[src/rtl/flag_hazard_ctrl.sv]
// Condition-flag hazard controller: stages flag-setting results one cycle
// ahead of the flag register, detects B.cond hazards on pending flags, and
// resolves B.cond against committed or forwarded flags.
module flag_hazard_ctrl #(
  parameter int unsigned FWD_EN = 0,
  parameter int unsigned CNT_W  = 16
) (
  input  logic             clk,
  input  logic             reset,
  input  logic             ex_valid,
  input  logic             ex_setflags,
  input  logic [3:0]       ex_flags,
  input  logic             ex_flush,
  input  logic             pipe_stall,
  input  logic             id_valid,
  input  logic             id_bcond,
  input  logic [3:0]       id_cond,
  input  logic [3:0]       flag_q,
  output logic             SInstr,
  output logic [3:0]       flag_wdata,
  output logic             id_stall,
  output logic             br_valid,
  output logic             br_taken,
  output logic [CNT_W-1:0] stall_cycles
);

  typedef enum logic [0:0] {StRun, StHold} state_e;

  localparam bit Fwd = (FWD_EN != 0);
  localparam logic [CNT_W-1:0] CntOne = {{(CNT_W-1){1'b0}}, 1'b1};

  state_e           state_q, state_d;
  logic             mem_v_q, mem_v_d;
  logic [3:0]       mem_flags_q, mem_flags_d;
  logic [CNT_W-1:0] cnt_q, cnt_d;

  logic       ex_sets;
  logic       hazard;
  logic [3:0] eff;
  logic       cond_ok;

  // A flushed EX instruction never counts as a pending flag writer.
  assign ex_sets = ex_valid & ex_setflags & ~ex_flush;
  assign eff     = (Fwd && mem_v_q) ? mem_flags_q : flag_q;
  // AL/NV (14/15) ignore flags, so they never wait on a pending write.
  assign hazard  = id_valid & id_bcond & (id_cond < 4'd14) &
                   (ex_sets | (mem_v_q & ~Fwd));

  assign SInstr       = mem_v_q & ~pipe_stall;
  assign flag_wdata   = mem_flags_q;
  assign id_stall     = hazard;
  assign br_valid     = id_valid & id_bcond & ~hazard & ~pipe_stall;
  assign br_taken     = cond_ok;
  assign stall_cycles = cnt_q;

  // Evaluate the B.cond condition code on the effective {N,Z,V,C} flags.
  always_comb begin
    logic n, z, v, c;
    {n, z, v, c} = eff;
    cond_ok = 1'b1;
    case (id_cond)
      4'd0:    cond_ok = z;
      4'd1:    cond_ok = ~z;
      4'd2:    cond_ok = c;
      4'd3:    cond_ok = ~c;
      4'd4:    cond_ok = n;
      4'd5:    cond_ok = ~n;
      4'd6:    cond_ok = v;
      4'd7:    cond_ok = ~v;
      4'd8:    cond_ok = c & ~z;
      4'd9:    cond_ok = ~c | z;
      4'd10:   cond_ok = (n == v);
      4'd11:   cond_ok = (n != v);
      4'd12:   cond_ok = ~z & (n == v);
      4'd13:   cond_ok = z | (n != v);
      default: cond_ok = 1'b1;
    endcase
  end

  // Next state: everything holds while the pipeline is frozen.
  always_comb begin
    mem_v_d     = mem_v_q;
    mem_flags_d = mem_flags_q;
    state_d     = state_q;
    cnt_d       = cnt_q;
    if (!pipe_stall) begin
      mem_v_d     = ex_sets;
      mem_flags_d = ex_flags;
      unique case (state_q)
        StRun:   if (hazard) state_d = StHold;
        StHold:  if (!hazard) state_d = StRun;
        default: state_d = StRun;
      endcase
      if (hazard && (cnt_q != '1)) cnt_d = cnt_q + CntOne;
    end
  end

  // State registers; reset wins over the pipeline freeze.
  always_ff @(posedge clk) begin
    if (reset) begin
      mem_v_q     <= 1'b0;
      mem_flags_q <= 4'b0000;
      state_q     <= StRun;
      cnt_q       <= '0;
    end else begin
      mem_v_q     <= mem_v_d;
      mem_flags_q <= mem_flags_d;
      state_q     <= state_d;
      cnt_q       <= cnt_d;
    end
  end

endmodule

[config.mk]
export PLATFORM = sky130hd
export DESIGN_NAME = flag_hazard_ctrl
export DESIGN_NICKNAME = d
export VERILOG_FILES = /design/src/rtl/flag_hazard_ctrl.sv
export SDC_FILE = /design/constraint.sdc
export NUM_CORES = 1
export LEC_CHECK = 0
export ABC_CLOCK_PERIOD_IN_PS = 4450
export CAP_MARGIN = 15
export CORE_ASPECT_RATIO = 0.8
export CORE_UTILIZATION = 48
export CTS_CLUSTER_DIAMETER = 30
export DETAILED_ROUTE_END_ITERATION = 10
export HOLD_SLACK_MARGIN = 0.03
export PLACE_DENSITY = 0.9
export SLEW_MARGIN = 40
export SYNTH_ARGS = -nofsm -noshare
export SYNTH_HDL_FRONTEND = slang
export SYNTH_SLANG_ARGS = --single-unit
[constraint.sdc]
create_clock -name clk -period 4.45 [get_ports clk]
set_clock_uncertainty 0.1 [all_clocks]
set_input_delay 0.445 -clock clk [delete_from_list [all_inputs] [get_ports clk]]
set_output_delay 0.445 -clock clk [all_outputs]
set_load 0.05 [all_outputs]
==> results_dict.tcl, run 1 <==
set metrics [dict create \
    status "finished clean" \
    place_ws_ps 1055 \
    peakVddDrop_uv 115.0 \
    diodes 0 \
    first_global_vias 1092 \
    fin_cells 211 \
    timing.rr.start "stall_cycles[0]" \
    layout_min_cycle_time_ps 3396 \
    setup_viol 0 \
    design_area_um2 1674 \
    cts_root_buf "clkbuf_4" \
    post-route-util 0.6855 \
    dr.pass1.iters 4 \
    met3_usage 0.01892 \
    worst_ep_required_time_ps 3900 \
    rows 16 \
    clock_path_buffers 2 \
    syn_inst 137 \
    place_inst 207 \
    cellLeakagePower_uw 0.0005629 \
    grt-busiest-layer "met2" \
    critPathKind "input port to output pin" \
    start_util 0.5077 \
    die_y_um 47.46 \
    hold_viol_final 0 \
    avgViaCountPerCell 5.858 \
    groute.usage.overall 0.2257 \
    die-area_um2 2792 \
    cts_buffers 3 \
    cts_hold_buf 0 \
    hold_class "flip-flop to flip-flop" \
    power.density_nw_per_um2 208.5 \
    grt.overflow.total 0 \
    synthTopCellsByArea "dfxtp_1 34%, o31ai_1 5.4%, or4_1 5.4%" \
    antenna_found_initial 0 \
    clock_latency_ps 300 \
    grt_use_met1 0.2653 \
    post-route-period-util 0.7632 \
    path_max_fanout 2 \
    synthToLayoutAreaGrowth_pct 35.02 \
    worstSetupStartpointType "input port" \
    syn_nets 158 \
    cts.clk_slew.worst_paths_ps 110 \
    wl_per_cell_um 15.04 \
    place.gp.congestion 0.7750 \
    relSlewSlack 0.5673 \
    cp-end-kind "output pin" \
    io-pin-count 44 \
    met2_usage 0.4455 \
    tns_ps 0 \
    synth_top_area_share 0.3391 \
    rsz0062_at_grt "false" \
    synth_seq_cells 21 \
    post_cts_resize_count 0 \
    worst_slack_ps 1054 \
    port-buffer-count 43 \
    vias 1236 \
    clock-sinks 21 \
    dp_hpwl_um 2356 \
    maxCapViolations 0 \
    htree_levels 1 \
    dr.first_iter.drc_count 39 \
    worst_pin_slew_ps 646.0 \
    critical_path.startpoint "flag_q[3]" \
    maxSlewViolCount 0 \
    cts_setup_buffers 0 \
    nets 197 \
    cts_tree "built" \
    die_w_um 58.83 \
    drc 0 \
    placed_area_um2 1653 \
    synth_top_area_cell "dfxtp_1" \
    min-delay-start "flag_wdata[3]" \
    r2r_slack_ps 2310 \
    grt_max_degree 28 \
    grt_pass1_wl_um 4754 \
    arrival_ps 2850 \
    fmax_mhz 294.4 \
    seq_area_frac_synth 0.3391 \
    ant_nets 0 \
    synth_cell_types 32 \
    wirelength_um 3173 \
    core_um2 2442 \
    drive_gt1_frac 0.08571 \
    yosys_warnings 0 \
    synthesis.area_um2 1240 \
    syn_avg_cell_area_um2 9.051 \
]
==> per-layer routing <==
layer  vias to the layer above  wire (um)
met1                       592       1419
met4                         0         26
met3                         4        122
li1                        602          -
met2                        38       1604
met5                         -          0
==> state kept, by name (all words and copies together) (netlist names) <==
register and flops:
stall_cycles 16, flag_wdata 4, mem_v_q 1
==> synthesized netlist by cell type, drive strengths merged <==
cell type and number:
a21oi 11, a41o 1, and3 2, and3b 2
and4 6, buf 6, clkbuf 3, dfxtp 21
ha 1, inv 1, mux2 5, mux2i 6
mux4 1, nand2 6, nand3 8, nand3b 1
nand4 3, nor2 12, nor2b 7, nor4 5
o211ai 1, o21a 1, o21ai 3, o31ai 9
or3 1, or3b 1, or4 9, or4b 1
xnor2 3
==> worst paths after layout <==
path                 endpoint  depth (start not counted)
max                  br_taken                          6
min             flag_wdata[3]                          2
max reg2reg  stall_cycles[12]                          5
min reg2reg     flag_wdata[3]                          2
==> cell type report <==
class	instances	area, um^2
Fill cell	197	768.2
Multi-Input combinational cell	106	753.2
Timing Repair Buffer	43	425.4
Sequential cell	21	420.4
Tap cell	36	45.04
Clock buffer	4	26.28
Inverter	1	3.754
==> report_power, final <==
part | total, uW | switching [uW] | leakage [uW] | internal (uW)
Clock | 90.5 | 55.6 | 0.0000150 | 34.9
Combinational | 66.4 | 34.8 | 0.000378 | 31.6
Sequential | 192 | 1.76 | 0.000170 | 190
==> metrics by stage <==
stage                     power (uW)  hold slack [ps]
final                          349.1            420.4
after global routing           365.3            452.7
after CTS                      352.8            417.7
after detailed placement       263.1            399.2
after global placement         259.3            382.3
after floorplan                231.8            423.3
==> critical path: stages <==
cell             delay, ps
clkdlybuf4s50_1        430
xnor2_1                280
mux2i_1                130
or4b_2                 610
a41o_1                 250
clkdlybuf4s50_1        690
==> cell usage in the layout, fill, tap and decap left out, types with 2 or more instances in the layout <==
master | synthesis | layout
nand3_1 | 8 | 8
or4_1 | 9 | 9
nand2_1 | 6 | 6
mux2_2 | 5 | 5
nor2b_1 | 7 | 7
nor4_2 | 2 | 2
nor2_1 | 12 | 12
and3_1 | 2 | 2
nor4_1 | 3 | 3
a21oi_1 | 11 | 11
clkbuf_4 | 0 | 3
dfxtp_1 | 21 | 21
and3b_1 | 2 | 2
nand4_1 | 3 | 3
clkdlybuf4s50_1 | 0 | 42
o31ai_1 | 9 | 9
mux2i_1 | 6 | 6
and4_1 | 5 | 5
o21ai_0 | 3 | 3
xnor2_1 | 3 | 3
==> cell families after synthesis <==
| group | after synthesis | share of synthesized area |
|---|---|---|
| AND/OR/NAND/NOR | 64 | 0.3219 |
| AO/OA/AOI/OAI | 26 | 0.1352 |
| XOR/XNOR | 3 | 0.02119 |
| buffers and inverters | 10 | 0.06054 |
| adder cells (fa/ha/maj) | 1 | 0.01009 |
| flip-flops | 21 | 0.3390 |
| multiplexers | 12 | 0.1120 |
Power figures use the tool's default switching activity.
==> inputs of run 2 (changes only) <==
ABC_CLOCK_PERIOD_IN_PS = 3400   (was 4450)
CORE_UTILIZATION = 44   (was 48)
PLACE_DENSITY = 0.84   (was 0.9)
clock period = 3.4 ns   (was 4.45 ns; I/O delays follow)
==> run 2 against run 1 <==
Against the previous run:
- first-iteration DRC count down 2.6%
- critical path depth stayed put
- flip-flop and latch count is the same
- clock power increased by 34%
- final cell count unchanged
- register-to-register slack got worse by 1100 ps
- hold slack worse by 69 ps
- utilization is 3.2 points lower
- highest routed layer is now met3
==> results_dict.tcl, run 2 (synthesis gave the netlist of run 1 again) <==
set metrics [dict create \
    peakVddDrop_uv 187.7 \
    place.gp.congestion 0.8252 \
    cellLeakagePower_uw 0.0005656 \
    cts_root_buf "clkbuf_4" \
    grt_pass1_wl_um 5368 \
    cp-end-kind "output pin" \
    worstSetupStartpointType "input port" \
    wirelength_um 3313 \
    min-delay-start "reset" \
    p_clk_frac 0.264 \
    hold_viol_final 0 \
    drive_gt1_frac 0.09143 \
    cts_hold_buf 0 \
    swShare 0.2717 \
    first_global_vias 1202 \
    port-buffer-count 43 \
    critPathKind "input port to output pin" \
    dr.first_iter.drc_count 38 \
    rows 16 \
    cpPeakStageDelay_ps 690 \
    critical_path.startpoint "flag_q[1]" \
    clock_path_buffers 2 \
    wl_per_cell_um 15.70 \
    largest_register_ffs 16 \
    worst_path_most_repeated_cell "clkdlybuf4s50_1" \
    power.density_nw_per_um2 274.2 \
    antenna_found_initial 0 \
    maxCapViolations 0 \
    avgViaCountPerCell 5.924 \
    mostFrequentLayoutCell "clkdlybuf4s50_1" \
    setup_viol 0 \
    worst_pin_slew_ps 667.2 \
    maxSlewViolCount 0 \
    path_max_fanout 2 \
    cts_buffers 3 \
    drc 0 \
    die-area_um2 3036 \
    start_util 0.4839 \
    cts_setup_buffers 0 \
    ant_nets 0 \
    arrival_ps 2730 \
    switchingPower_uw 124.8 \
    path_cells "clkdlybuf4s50_1 > xnor2_1 > mux2i_1 > or4b_2 > a41o_1 > clkdlybuf4s50_1" \
    post_cts_resize_count 0 \
    dp_hpwl_um 2410 \
    power_frac_seq 0.547 \
    fmax_mhz 315.6 \
    die_y_um 49.48 \
    post-route-period-util 0.9318 \
    io-pin-count 44 \
    grt.overflow.total 0 \
    synthToLayoutAreaGrowth_pct 35.12 \
    place_ws_ps 234.8 \
    timing.rr.start "stall_cycles[0]" \
    final_cell_mix "42 x clkdlybuf4s50_1, 21 x dfxtp_1, 12 x nor2_1" \
    nets 197 \
    vias 1250 \
    relSlewSlack 0.5531 \
    status "finished clean" \
    cts.clk_slew.worst_paths_ps 120 \
    crit_family "buffers and inverters" \
    die_w_um 61.35 \
    cts_tree "built" \
    diodes 0 \
    dr.pass1.iters 4 \
    critPathSlowestCell "clkdlybuf4s50_1" \
    p_int_uw 334.5 \
    power_frac_comb 0.189 \
    clock_latency_ps 310 \
    htree_levels 1 \
    worst_slack_ps 231.7 \
    groute.usage.overall 0.2339 \
    core_um2 2562 \
    grt_max_degree 28 \
    rsz0062_at_grt "false" \
    crit_buf_inv 2 \
    worst_ep_required_time_ps 2960 \
    layout_min_cycle_time_ps 3168 \
    tns_ps 0 \
    hold_class "input port to flip-flop" \
    clock-sinks 21 \
]
==> run 2: power groups by stage <==
stage | combinational [uW] | clock, uW | sequential, uW
global route | 91.6 | 136 | 252
global placement | 82.9 | 0 | 257
floorplan | 36.3 | 0 | 267
finish | 86.7 | 121 | 251
detailed placement | 87.3 | 0 | 257
CTS | 87.6 | 123 | 251
==> run 2: worst paths after layout <==
path | end | slack [ps] | cells past startpoint
setup / recovery | br_taken | 230 | 6
hold / removal | flag_wdata[0] | 350 | 2
hold reg to reg | flag_wdata[0] | 410 | 2
setup reg to reg | stall_cycles[11] | 1210 | 5
==> run 2: cell type report <==
class	count	area (um^2)
clock buffer	3	22.52
clock inverter	1	5.005
fill	224	887.1
inverter	1	3.754
multi-input combinational	106	753.2
sequential	21	420.4
tap	36	45.04
timing repair buffer	43	425.4
==> run 2: routing by layer <==
layer	track usage	vias to the layer above	wire length, um
met5	0	-	0
met3	0.06037	0	191
met2	0.3986	55	1666
met1	0.2958	597	1455
li1	-	598	-
met4	0.04444	0	0
==> run 2: through the flow <==
| stage | hold WS, ps | total power (uW) | cell area, um^2 | util | std cells |
|---|---|---|---|---|---|
| 5_1_grt | 372.6 | 479.1 | 1675 | 0.6538 | 211 |
| 2_1_floorplan | 383.9 | 303.3 | 1240 | - | 137 |
| 3_3_place_gp | 382.9 | 339.5 | 1644 | 0.6416 | 207 |
| 6_report | 351.2 | 459.3 | 1675 | 0.6538 | 211 |
| 3_5_place_dp | 390.4 | 344.4 | 1653 | 0.6450 | 207 |
| 4_1_cts | 420.1 | 462.1 | 1680 | 0.6558 | 211 |
==> inputs of run 3 (changes only) <==
ABC_CLOCK_PERIOD_IN_PS = 2800   (was 3400)
CORE_UTILIZATION = 40   (was 44)
PLACE_DENSITY = 0.8   (was 0.84)
clock period = 2.8 ns   (was 3.4 ns; I/O delays follow)
==> run 3 against run 2 <==
Against the previous run:
- final area up 2.3%
- first-iteration DRC count shrank 26%
- hold slack better by 64 ps
- largest cell class unchanged
- largest power group unchanged
==> results_dict.tcl, run 3 (synthesis gave the netlist of run 1 again) <==
set metrics [dict create \
    groute.usage.overall 0.2002 \
    antenna_found_initial 0 \
    core_um2 2850 \
    critPathKind "input port to output pin" \
    clock_path_buffers 2 \
    final_cell_mix "42 x clkdlybuf4s50_1, 21 x dfxtp_1, 12 x nor2_1" \
    status "finished clean" \
    rows 17 \
    first_global_vias 1106 \
    diodes 0 \
    cts_root_buf "clkbuf_8" \
    maxSlewViolCount 0 \
    wl_per_cell_um 14.74 \
    mostFrequentLayoutCell "clkdlybuf4s50_1" \
    post-route-period-util 0.9216 \
    grt-busiest-layer "met2" \
    htree_levels 1 \
    grt_max_degree 28 \
    grt.overflow.total 0 \
    worst_pin_slew_ps 667.8 \
    die_y_um 51.80 \
    worstSetupStartpointType "input port" \
    power.density_nw_per_um2 354.6 \
    worst_slack_ps 219.5 \
    largest_register_ffs 16 \
    cts_hold_buf 0 \
    dr.pass1.iters 4 \
    cts_buffers 3 \
    placed_area_um2 1668 \
    avgViaCountPerCell 5.795 \
    die_w_um 64.25 \
    cts_setup_buffers 0 \
    io-pin-count 44 \
    cts.clk_slew.worst_paths_ps 70 \
    place_ws_ps 214.9 \
    cp-end-kind "output pin" \
    relSlewSlack 0.5527 \
    cts_tree "built" \
    cpPeakStageDelay_ps 620 \
    maxCapViolations 0 \
    worst_ep_required_time_ps 2420 \
    post_cts_resize_count 0 \
    dr.first_iter.drc_count 28 \
    drc 0 \
    fmax_mhz 387.5 \
    layout_min_cycle_time_ps 2580 \
    synthToLayoutAreaGrowth_pct 38.24 \
    port-buffer-count 43 \
    ant_nets 0 \
    dp_hpwl_um 2339 \
    grt_use_met1 0.2681 \
    vias 1246 \
    crit_buf_inv 2 \
    met2_usage 0.3193 \
    wirelength_um 3170 \
    die-area_um2 3328 \
    rsz0062_at_grt "false" \
    design_area_um2 1714 \
    peakVddDrop_uv 333.9 \
    nets 199 \
    met3_usage 0.04167 \
    clock_latency_ps 260 \
    hold_class "flip-flop to flip-flop" \
    path_max_fanout 2 \
    arrival_ps 2200 \
    clock-sinks 21 \
    place.gp.congestion 0.8225 \
    hold_ws_ps 415.3 \
    grt_pass1_wl_um 5188 \
    path_cells "clkdlybuf4s50_1 > xnor2_1 > mux2i_1 > or4b_2 > a41o_1 > buf_4" \
    crit_family "buffers and inverters" \
    cellLeakagePower_uw 0.0005839 \
    hold_viol_final 0 \
    tns_ps 0 \
    start_util 0.4350 \
    critPathSlowestCell "or4b_2" \
    setup_viol 0 \
    drive_gt1_frac 0.1017 \
]
[run 3: changes by cell type in the layout (fill, tap and decap cells not counted)]
cell / previous run / this run
clkbuf_4: 3 / 0
clkbuf_8: 0 / 3
buf_2: 1 / 0
buf_4: 0 / 3
[run 3: metrics by stage]
stage | cells | utilization | total power [uW]
after floorplan | 137 | - | 368.3
after global placement | 211 | 0.5821 | 413.8
after detailed placement | 211 | 0.5852 | 419.5
after CTS | 215 | 0.6014 | 612.8
after global routing | 215 | 0.6014 | 643.0
final | 215 | 0.6014 | 607.8
[run 3: layout make-up]
cell class                 instances  area (um^2)
clock inverter                     1        5.005
clock buffer                       3        41.29
multi-input combinational        106        753.2
timing repair buffer              45        442.9
fill                             259         1136
inverter                           1        3.754
sequential                        21        420.4
tap                               38        47.55
[run 3: report_power, final]
part | switching, uW | internal, uW | leakage, uW
sequential | 2.72 | 302 | 0.000170
clock | 96.2 | 99.1 | 0.0000255
combinational | 55.4 | 51.9 | 0.000388
[run 3: final timing paths]
path,end,from,cells past startpoint,slack (ps)
setup / recovery,br_taken,flag_q[3],6,220
hold reg to reg,flag_wdata[3],flag_wdata[3],2,420
setup reg to reg,stall_cycles[12],stall_cycles[0],5,660
hold / removal,flag_wdata[3],flag_wdata[3],2,420
[run 3: per-layer routing]
metal	share of wire	up-vias
met1	0.46	592
met5	0	-
met2	0.48	41
met3	0.048	6
met4	0.017	0
li1	-	607
[run 3: worst min-delay path: cells and delay by family (launching register included)]
family	cells	cell delay (ps)
flops	1	340
mux	1	70
simple gates	1	80
